**config.mk**
```make
export PLATFORM = sky130hd
export DESIGN_NAME = fetch_stage
export DESIGN_NICKNAME = d
export VERILOG_FILES = /design/src/rtl/fetch_stage.sv
export SDC_FILE = /design/constraint.sdc
export NUM_CORES = 1
export LEC_CHECK = 0
export ABC_AREA = 1
export CORE_ASPECT_RATIO = 2
export CORE_MARGIN = 2
export CORE_UTILIZATION = 49
export DETAILED_ROUTE_END_ITERATION = 10
export HOLD_SLACK_MARGIN = 0.1
export PLACE_DENSITY = 0.81
export SLEW_MARGIN = 25
export SYNTH_ARGS = -nofsm -noshare
export SYNTH_HDL_FRONTEND = slang
export SYNTH_SLANG_ARGS = --single-unit
```
**constraint.sdc**
```tcl
create_clock -name clk -period 1.98 [get_ports clk]
set_input_delay 0.297 -clock clk [delete_from_list [all_inputs] [get_ports clk]]
set_output_delay 0.297 -clock clk [all_outputs]
set_load 0.02 [all_outputs]
```
**src/rtl/fetch_stage.sv**
```systemverilog
// Instruction fetch stage: owns the PC, issues one imem request at a time,
// and fills the IF/E pipeline register, honouring stalls and redirects.
//
//   state   | meaning
//   --------+----------------------------------------------------------
//   REQ     | presenting pc_f to imem, waiting for acceptance
//   WAIT    | request accepted, waiting for the response
//   HOLD    | response captured in hold buffer while decode is stalled
//   DISCARD | stale request outstanding after a redirect; drop its data
module fetch_stage #(
    parameter logic [31:0] RESET_PC = 32'h0000_0000,
    parameter logic [31:0] NOP_INST = 32'h0000_0013
) (
    input  logic        clk,
    input  logic        reset,
    input  logic        stall,
    input  logic        redirect,
    input  logic [31:0] redirect_pc,
    output logic        imem_req,
    output logic [31:0] imem_addr,
    input  logic        imem_ready,
    input  logic        imem_rvalid,
    input  logic [31:0] imem_rdata,
    output logic [31:0] inst_E,
    output logic [31:0] pc_E,
    output logic        valid_E,
    output logic [6:0]  opcode
);

    typedef enum logic [1:0] {
        REQ     = 2'd0,
        WAIT    = 2'd1,
        HOLD    = 2'd2,
        DISCARD = 2'd3
    } state_t;

    state_t      state, state_n;
    logic [31:0] pc_f, pc_f_n;
    logic [31:0] hold_buf, hold_buf_n;
    logic [31:0] inst_E_n, pc_E_n;
    logic        valid_E_n;
    // Registered "out of reset" flag keeps imem_req low through reset without
    // a combinational path from the reset input to the request.
    logic        run;
    logic        accepted;

    assign imem_req  = run && (state == REQ);
    assign imem_addr = pc_f;
    assign accepted  = imem_req && imem_ready;
    assign opcode    = inst_E[6:0];

    // Next-state, next-PC and IF/E register selection; redirect overrides all.
    always_comb begin
        state_n    = state;
        pc_f_n     = pc_f;
        hold_buf_n = hold_buf;
        inst_E_n   = inst_E;
        pc_E_n     = pc_E;
        valid_E_n  = valid_E;

        if (redirect) begin
            pc_f_n    = {redirect_pc[31:2], 2'b00};
            inst_E_n  = NOP_INST;
            valid_E_n = 1'b0;
            case (state)
                REQ:     state_n = accepted ? DISCARD : REQ;
                WAIT:    state_n = imem_rvalid ? REQ : DISCARD;
                HOLD:    state_n = REQ;
                DISCARD: state_n = imem_rvalid ? REQ : DISCARD;
                default: state_n = REQ;
            endcase
        end else begin
            // Bubble by default when not stalled; overwritten on delivery.
            if (!stall) begin
                inst_E_n  = NOP_INST;
                valid_E_n = 1'b0;
            end
            case (state)
                REQ: begin
                    if (accepted) state_n = WAIT;
                end
                WAIT: begin
                    if (imem_rvalid) begin
                        if (!stall) begin
                            inst_E_n  = imem_rdata;
                            pc_E_n    = pc_f;
                            valid_E_n = 1'b1;
                            pc_f_n    = pc_f + 32'd4;
                            state_n   = REQ;
                        end else begin
                            hold_buf_n = imem_rdata;
                            state_n    = HOLD;
                        end
                    end
                end
                HOLD: begin
                    if (!stall) begin
                        inst_E_n  = hold_buf;
                        pc_E_n    = pc_f;
                        valid_E_n = 1'b1;
                        pc_f_n    = pc_f + 32'd4;
                        state_n   = REQ;
                    end
                end
                DISCARD: begin
                    if (imem_rvalid) state_n = REQ;
                end
                default: state_n = REQ;
            endcase
        end
    end

    // State, PC, hold buffer and IF/E register with synchronous reset.
    always_ff @(posedge clk) begin
        if (reset) begin
            state    <= REQ;
            pc_f     <= RESET_PC;
            hold_buf <= 32'd0;
            inst_E   <= NOP_INST;
            pc_E     <= 32'd0;
            valid_E  <= 1'b0;
            run      <= 1'b0;
        end else begin
            state    <= state_n;
            pc_f     <= pc_f_n;
            hold_buf <= hold_buf_n;
            inst_E   <= inst_E_n;
            pc_E     <= pc_E_n;
            valid_E  <= valid_E_n;
            run      <= 1'b1;
        end
    end

endmodule

```
==> results by group, run 1 <==
Clock network
  • CTS tree: built
  • CTS sink count: 128
  • Clock Latency Late Sink: 0.42 ns
  • Post-CTS Repair Setup Buffers: 0
  • CTS H-tree lvls: 4
  • CTS Buffer Depth: 2
  • Cts hold-fix bufs: 0
  • Clock root cell: clkbuf_16
  • Clock slew at reported path FFs: 0.06 ns
  • Num CTS Buffers: 17

Worst setup path
  • Startpoint Class: register
  • Buffers & Inverters on Critical Path: 1
  • Arrival time at the worst endpoint: 1.64 ns
  • Reg2reg path depth: 10
  • Worst Path Required: 1.68 ns
  • CP top delay family: buffers and inverters
  • Slowest CP cell: clkdlybuf4s50_1
  • CP Capture Type: primary output
  • Max incr delay on CP: 0.68 ns
  • Crit Path Class: register to primary output
  • Number of cells on the critical path: 1
  • CP Cell Sequence: clkdlybuf4s50_1
  • Crit-path max FO: 6

Floorplanning
  • Initial Utilization: 49.5%
  • Die footprint: 0.0145 sq mm
  • Die Y: 168 microns
  • Core Footprint: 0.0134 sq mm
  • Ports: 175
  • Die Wd: 86.2 microns
  • # rows: 60

Routing
  • Drt total wl: 21500 microns
  • Vias: 7387
  • Vias per inst: 5.43
  • Routed len/inst: 15.8 microns
  • DRT iter0 DRCs: 441
  • Pre-antenna DRT Iters: 5
  • DRC: 0
  • ANT nets after route: 0

Pwr
  • Worst vdd ir: 0.948 mV
  • Leak pwr: 0.00378 uW
  • Pwr Total: 10400 uW
  • Switching pwr: 3890 uW
  • Sequential Power Share: 31.3%
  • Combinational power share: 38.4%
  • Clock Power Share: 30.3%
  • Sw frac: 37.4%
  • Cell Pwr Density: 1140 mW/mm^2
  • Design internal power: 6490 uW

Finish
  • # nets final: 1269
  • Antenna cells: 0
  • Layout cells sized above 1: 6.97%
  • Fill count: 1185
  • Area Growth Syn to Fin: 37.8%

Synthesis
  • Largest family of logic cells by synthesized area: simple AND/OR/NAND/NOR gates
  • Seq/Total Area, Yosys: 38.7%
  • Post-synth EDFFs: 0
  • Yosys warnings: 0
  • Synth top cells by count: nand2_1, a21oi_1, dfxtp_1
  • Syn Std Cell Area: 0.00662 sq mm
  • Seq cells post-synth: 128
  • Post-synthesis adder-cell area fraction: 1.13%
  • Area contributors post-synth: dfxtp_1, nand2_1, a21oi_1, o21ai_0, inv_1
  • Post-Synth Simple-Gate Area: 31.1%
  • Mapped Cells: 1036
  • Mux contribution to synthesized area: 0%
  • Avg Inst Size Synth: 6.39 sq um
  • Count leader, synth: nand2_1
  • Count of unique library cells instantiated by Yosys: 31
  • Area share of the largest cell type after synthesis: 38.7%
  • Synth Area in Compound Gates: 19.7%
  • Xor and xnor fraction of the mapped netlist area: 0%
  • Synth area leader: dfxtp_1
  • Top FF cell, synth: dfxtp_1
  • Asr flop ratio synth: 0%

Min path
  • Hold/Removal Path Class: input port to register
  • Hold depth: 3

Timing
  • Fmax: 517 MHz
  • RSZ-0062 raised after global routing: yes
  • Max-slew violation count: 0
  • Hold Vio Cnt, Final: 0
  • Fin crit period: 1.94 ns
  • Clock skew: 0.0107 ns
  • Fin crit share: 97.7%
  • Final setup fails: 0
  • Smallest hold slack: 0.434 ns

Run
  • Max-cap check violation count: 0

Status
  • Status: complete, no violations

Global route
  • Pin count of the biggest net entering global routing: 60
  • GR Overflow Total: 0
  • Global-route wire length before repair: 33800 microns
  • Vias in the first global route: 7062
  • Total Routing Usage GR: 29.5%
  • Initial antenna violation count: 0

Place
  • Routability cong.: 0.970
  • Dpl hpwl: 15200 microns
  • PortBufs: 168
timing repair:
item,4_1_cts,5_1_grt
pin swaps,0,0
setup endpoints to repair,1,1
gates resized for setup,1,0
cell families (layout without fill, tap and decap cells):
group	after synthesis	after routing
simple gates	507	507
flops	128	128
other cells	1	4
fa+ha+maj	6	6
compound gates	251	251
buf+inv	143	310
placed cells by master (no fill, tap or decap), drive strengths merged:
master,count
nor3,7
nor2,70
o21ai,91
buf,37
a211oi,2
clkinvlp,4
a221oi,1
nand2,374
and2,2
dlygate4sd2,1
inv,72
clkinv,6
dfxtp,128
conb,4
bufinv,2
clkbuf,21
ha,6
nor2b,1
a21oi,137
nand3,47
o21bai,1
a31oi,10
nand4,6
clkdlybuf4s50,167
o211ai,9
worst paths after layout:
path | from | endpoint | slack, ns
worst max-delay path | imem_addr[16] | imem_addr[16] | 0.04
worst min-delay path | imem_rdata[29] | hold_buf[29] | 0.43
worst max register to register | imem_addr[2] | imem_addr[28] | 0.17
worst min register to register | hold_buf[1] | hold_buf[1] | 0.45
state kept, by name (all words and copies together) (netlist names):
signal,cells
hold_buf,32
imem_addr,30
inst_E,32
pc_E,30
run,1
state,2
valid_E,1
layout make-up:
cell class | count | area [sq um] | area share, %
flip-flops and latches | 128 | 2560 | 28.1
multi-input cells | 768 | 3460 | 38.0
inverters | 73 | 274 | 3.00
clock buffers | 21 | 460 | 5.05
repair buffers | 205 | 2030 | 22.3
clock inverters | 11 | 134 | 1.47
well taps | 155 | 194 | 2.13
power by group through the flow:
stage          sequential, uW  combinational (uW)  clock [uW]
6_report                 3250                3990        3140
5_1_grt                  3280                4400        3280
4_1_cts                  3240                4000        3170
3_5_place_dp             3290                3980           0
3_3_place_gp             3280                3910           0
2_1_floorplan            3610                2150           0
stage by stage:
stage                      TNS, ns  setup slack (ns)  util (%)  cells  cell area (sq um)
final                            0            0.0448      68.2   1361               9120
after global routing      -0.00472          -0.00472      68.2   1361               9120
after global placement           0             0.145      63.8   1329               8530
after CTS                        0            0.0581      68.2   1361               9120
after detailed placement         0             0.134      63.8   1329               8530
after floorplan                  0             0.327         -   1039               6630
metal layers:
metal	global-route usage, %	up-vias	wire length (microns)
li1	-	3655	-
met2	54.3	306	11700
met1	28.8	3359	7410
met3	5.78	67	1260
met5	0	-	0
met4	19.2	0	1090
(Power assumes the default switching activity.)
==> run 2, diff against run 1 <==
--- a/config.mk
+++ b/config.mk
@@ -11,6 +11,7 @@
 export CORE_UTILIZATION = 49
 export DETAILED_ROUTE_END_ITERATION = 10
 export HOLD_SLACK_MARGIN = 0.1
+export MAX_ROUTING_LAYER = met4
 export PLACE_DENSITY = 0.81
 export SLEW_MARGIN = 25
 export SYNTH_ARGS = -nofsm -noshare
==> run 2 against run 1 <==
Compared with the run above: cell count is 0.15% higher; die area is the same; highest routed layer unchanged; clock skew shrank 0.0014 ns; wire length is 0.12% higher; setup slack improved by 0.0017 ns; global-route usage up 0.94 points; count of clock-buffer cells in the layout shrank 3; largest cell class unchanged; first-iteration DRC count down 12%.
==> results by group, run 2 (synthesis results as in run 1) <==
Floorplanning
  • Die Y: 168 microns (unchanged)
  • Core Footprint: 0.0134 sq mm (unchanged)
  • Die Wd: 86.2 microns (unchanged)
  • # rows: 60 (unchanged)
  • Initial Utilization: 49.5% (unchanged)
  • Die footprint: 0.0145 sq mm (unchanged)
  • Ports: 175 (unchanged)

Place
  • DP Cell Count: 1333 (+0.30%)
  • PortBufs: 168 (unchanged)
  • Routability cong.: 1.00 (+3.2%)
  • Dpl hpwl: 15400 microns (+1.3%)

Worst setup path
  • Crit-path max FO: 6 (unchanged)
  • CP top delay family: buffers and inverters
  • Buffers & Inverters on Critical Path: 1 (unchanged)
  • Reg2reg path depth: 9 (-1)
  • FF-to-FF Start: imem_addr[5]
  • Startpoint Class: register
  • CP Capture Type: primary output
  • R2r endpoint: imem_addr[25]
  • Reg2reg setup slack: 0.16 ns (about the same)
  • Arrival time at the worst endpoint: 1.64 ns (about the same)
  • Max incr delay on CP: 0.68 ns (about the same)
  • Crit Path Class: register to primary output
  • CP Cell Sequence: clkdlybuf4s50_1
  • Worst Path Required: 1.68 ns (about the same)
  • Slowest CP cell: clkdlybuf4s50_1

Routing
  • DRC: 0 (unchanged)
  • DRT iter0 DRCs: 387 (-12%)
  • Vias per inst: 5.41 (-0.40%)
  • ANT nets after route: 0 (unchanged)
  • Drt total wl: 21500 microns (+0.12%)
  • Routed len/inst: 15.8 microns (about the same)
  • Vias: 7368 (-0.26%)
  • Pre-antenna DRT Iters: 5 (unchanged)

Timing
  • RSZ-0062 raised after global routing: no
  • Fin crit share: 97.7% (about the same)
  • Max-slew violation count: 0 (unchanged)
  • Hold Vio Cnt, Final: 0 (unchanged)
  • Fmax: 517 MHz (about the same)
  • TNS Setup: 0 ns (unchanged)
  • Final setup fails: 0 (unchanged)
  • Clock skew: 0.00930 ns (-0.00137 ns)
  • Fin crit period: 1.93 ns (-0.00169 ns)

Finish
  • Antenna cells: 0 (unchanged)
  • # nets final: 1273 (+0.32%)
  • Area Growth Syn to Fin: 38.4%
  • Commonest non-fill, non-tap cell in the layout: nand2_1
  • Top flop regs: hold_buf: 32 flops, inst_E: 32 flops
  • Layout cells sized above 1: 7.28% (+0.32 points)
  • Most frequent cells in the layout: nand2_1, clkdlybuf4s50_1, a21oi_1, dfxtp_1, o21ai_0
  • Final cell count without fillers: 1363 (+0.15%)

Run
  • Max-cap check violation count: 0 (unchanged)

Pwr
  • Cell Pwr Density: 1140 mW/mm^2 (+0.14%)
  • Worst vdd ir: 0.718 mV (-24%)
  • Leak pwr: 0.00380 uW (+0.56%)

Global route
  • Initial antenna violation count: 0 (unchanged)
  • Vias in the first global route: 7173 (+1.6%)
  • Total Routing Usage GR: 30.4% (+0.94 points)
  • Pin count of the biggest net entering global routing: 60 (unchanged)
  • GR Overflow Total: 0 (unchanged)
  • Global-route wire length before repair: 34000 microns (+0.80%)

Clock network
  • CTS H-tree lvls: 4 (unchanged)
  • Clock root cell: clkbuf_16
  • CTS tree: built
  • Post-CTS Repair Setup Buffers: 0 (unchanged)
  • Cts hold-fix bufs: 0 (unchanged)
  • CTS Buffer Depth: 2 (unchanged)
  • Clock slew at reported path FFs: 0.06 ns (about the same)
  • Num CTS Buffers: 17 (unchanged)
  • Clock Latency Late Sink: 0.42 ns (about the same)
  • CTS sink count: 128 (unchanged)

Min path
  • Hold depth: 3 (unchanged)
  • Hold path start: imem_rdata[29]
  • Min-Delay Endpoint: hold_buf[29]
  • Hold/Removal Path Class: input port to register

Status
  • Status: complete, no violations
## run 2: metrics by stage
step / hold slack (ns) / instance area, sq um / total power (uW) / util [%] / worst slack [ns]
finish: 0.436 / 9160 / 10400 / 68.5 / 0.0465
CTS: 0.424 / 9160 / 10500 / 68.5 / 0.0594
global placement: 0.433 / 8560 / 7190 / 64.0 / 0.142
global route: 0.443 / 9160 / 11000 / 68.5 / 0.0199
floorplan: 0.424 / 6630 / 5750 / - / 0.327
detailed placement: 0.443 / 8560 / 7270 / 64.0 / 0.119
## run 2: where the power goes
group          total (uW)  switching [uW]  internal [uW]
sequential           3240             284           2960
clock                3200            1200           2010
combinational        3990            2380           1610
total               10400            3860           6570
## run 2: how the worst max path moves through the flow
stage               cells after the start  slack [ns]             to     startpoint
floorplan                               7        0.33     inst_E[28]       state[0]
global placement                        7        0.14   imem_addr[2]       redirect
detailed placement                      7        0.12   imem_addr[2]       redirect
CTS                                     1        0.06  imem_addr[16]  imem_addr[16]
global route                            9        0.02  imem_addr[25]   imem_addr[5]
finish                                  1        0.05  imem_addr[16]  imem_addr[16]
## run 2: timing repair
| item | in CTS | in global routing |
|---|---|---|
| resized for setup | 1 | 0 |
| endpoints found under the hold margin | 0 | 0 |
| setup endpoints to repair | 1 | 0 |
## run 2: worst reg2reg max path, delay by kind of cell, from the launching register on
family          cells  cell delay [ns]
compound gates      1             0.05
flops               1             0.46
simple gates        8             1.19
## run 2: layout make-up
type,count,area [sq um]
multi-input combinational,768,3460
tap,155,194
clock buffer,18,439
inverter,73,274
timing repair buffer,209,2060
clock inverter,12,163
fill,1195,4210
sequential,128,2560
## run 2: routing by layer
layer	vias up	track usage, %	routed length (microns)
met5	-	-	0
met4	0	17.7	1240
met3	86	5.05	1150
met2	296	54.9	11600
met1	3317	29.7	7530
li1	3669	-	-
==> run 3, diff against run 2 <==
--- a/config.mk
+++ b/config.mk
@@ -13,7 +13,8 @@
 export HOLD_SLACK_MARGIN = 0.1
 export MAX_ROUTING_LAYER = met4
 export PLACE_DENSITY = 0.81
-export SLEW_MARGIN = 25
+export SLEW_MARGIN = 0
 export SYNTH_ARGS = -nofsm -noshare
 export SYNTH_HDL_FRONTEND = slang
 export SYNTH_SLANG_ARGS = --single-unit
+export TNS_END_PERCENT = 1
==> results of run 3 <==
Same layout as run 2: the final DEF is identical, and so are final timing and power.
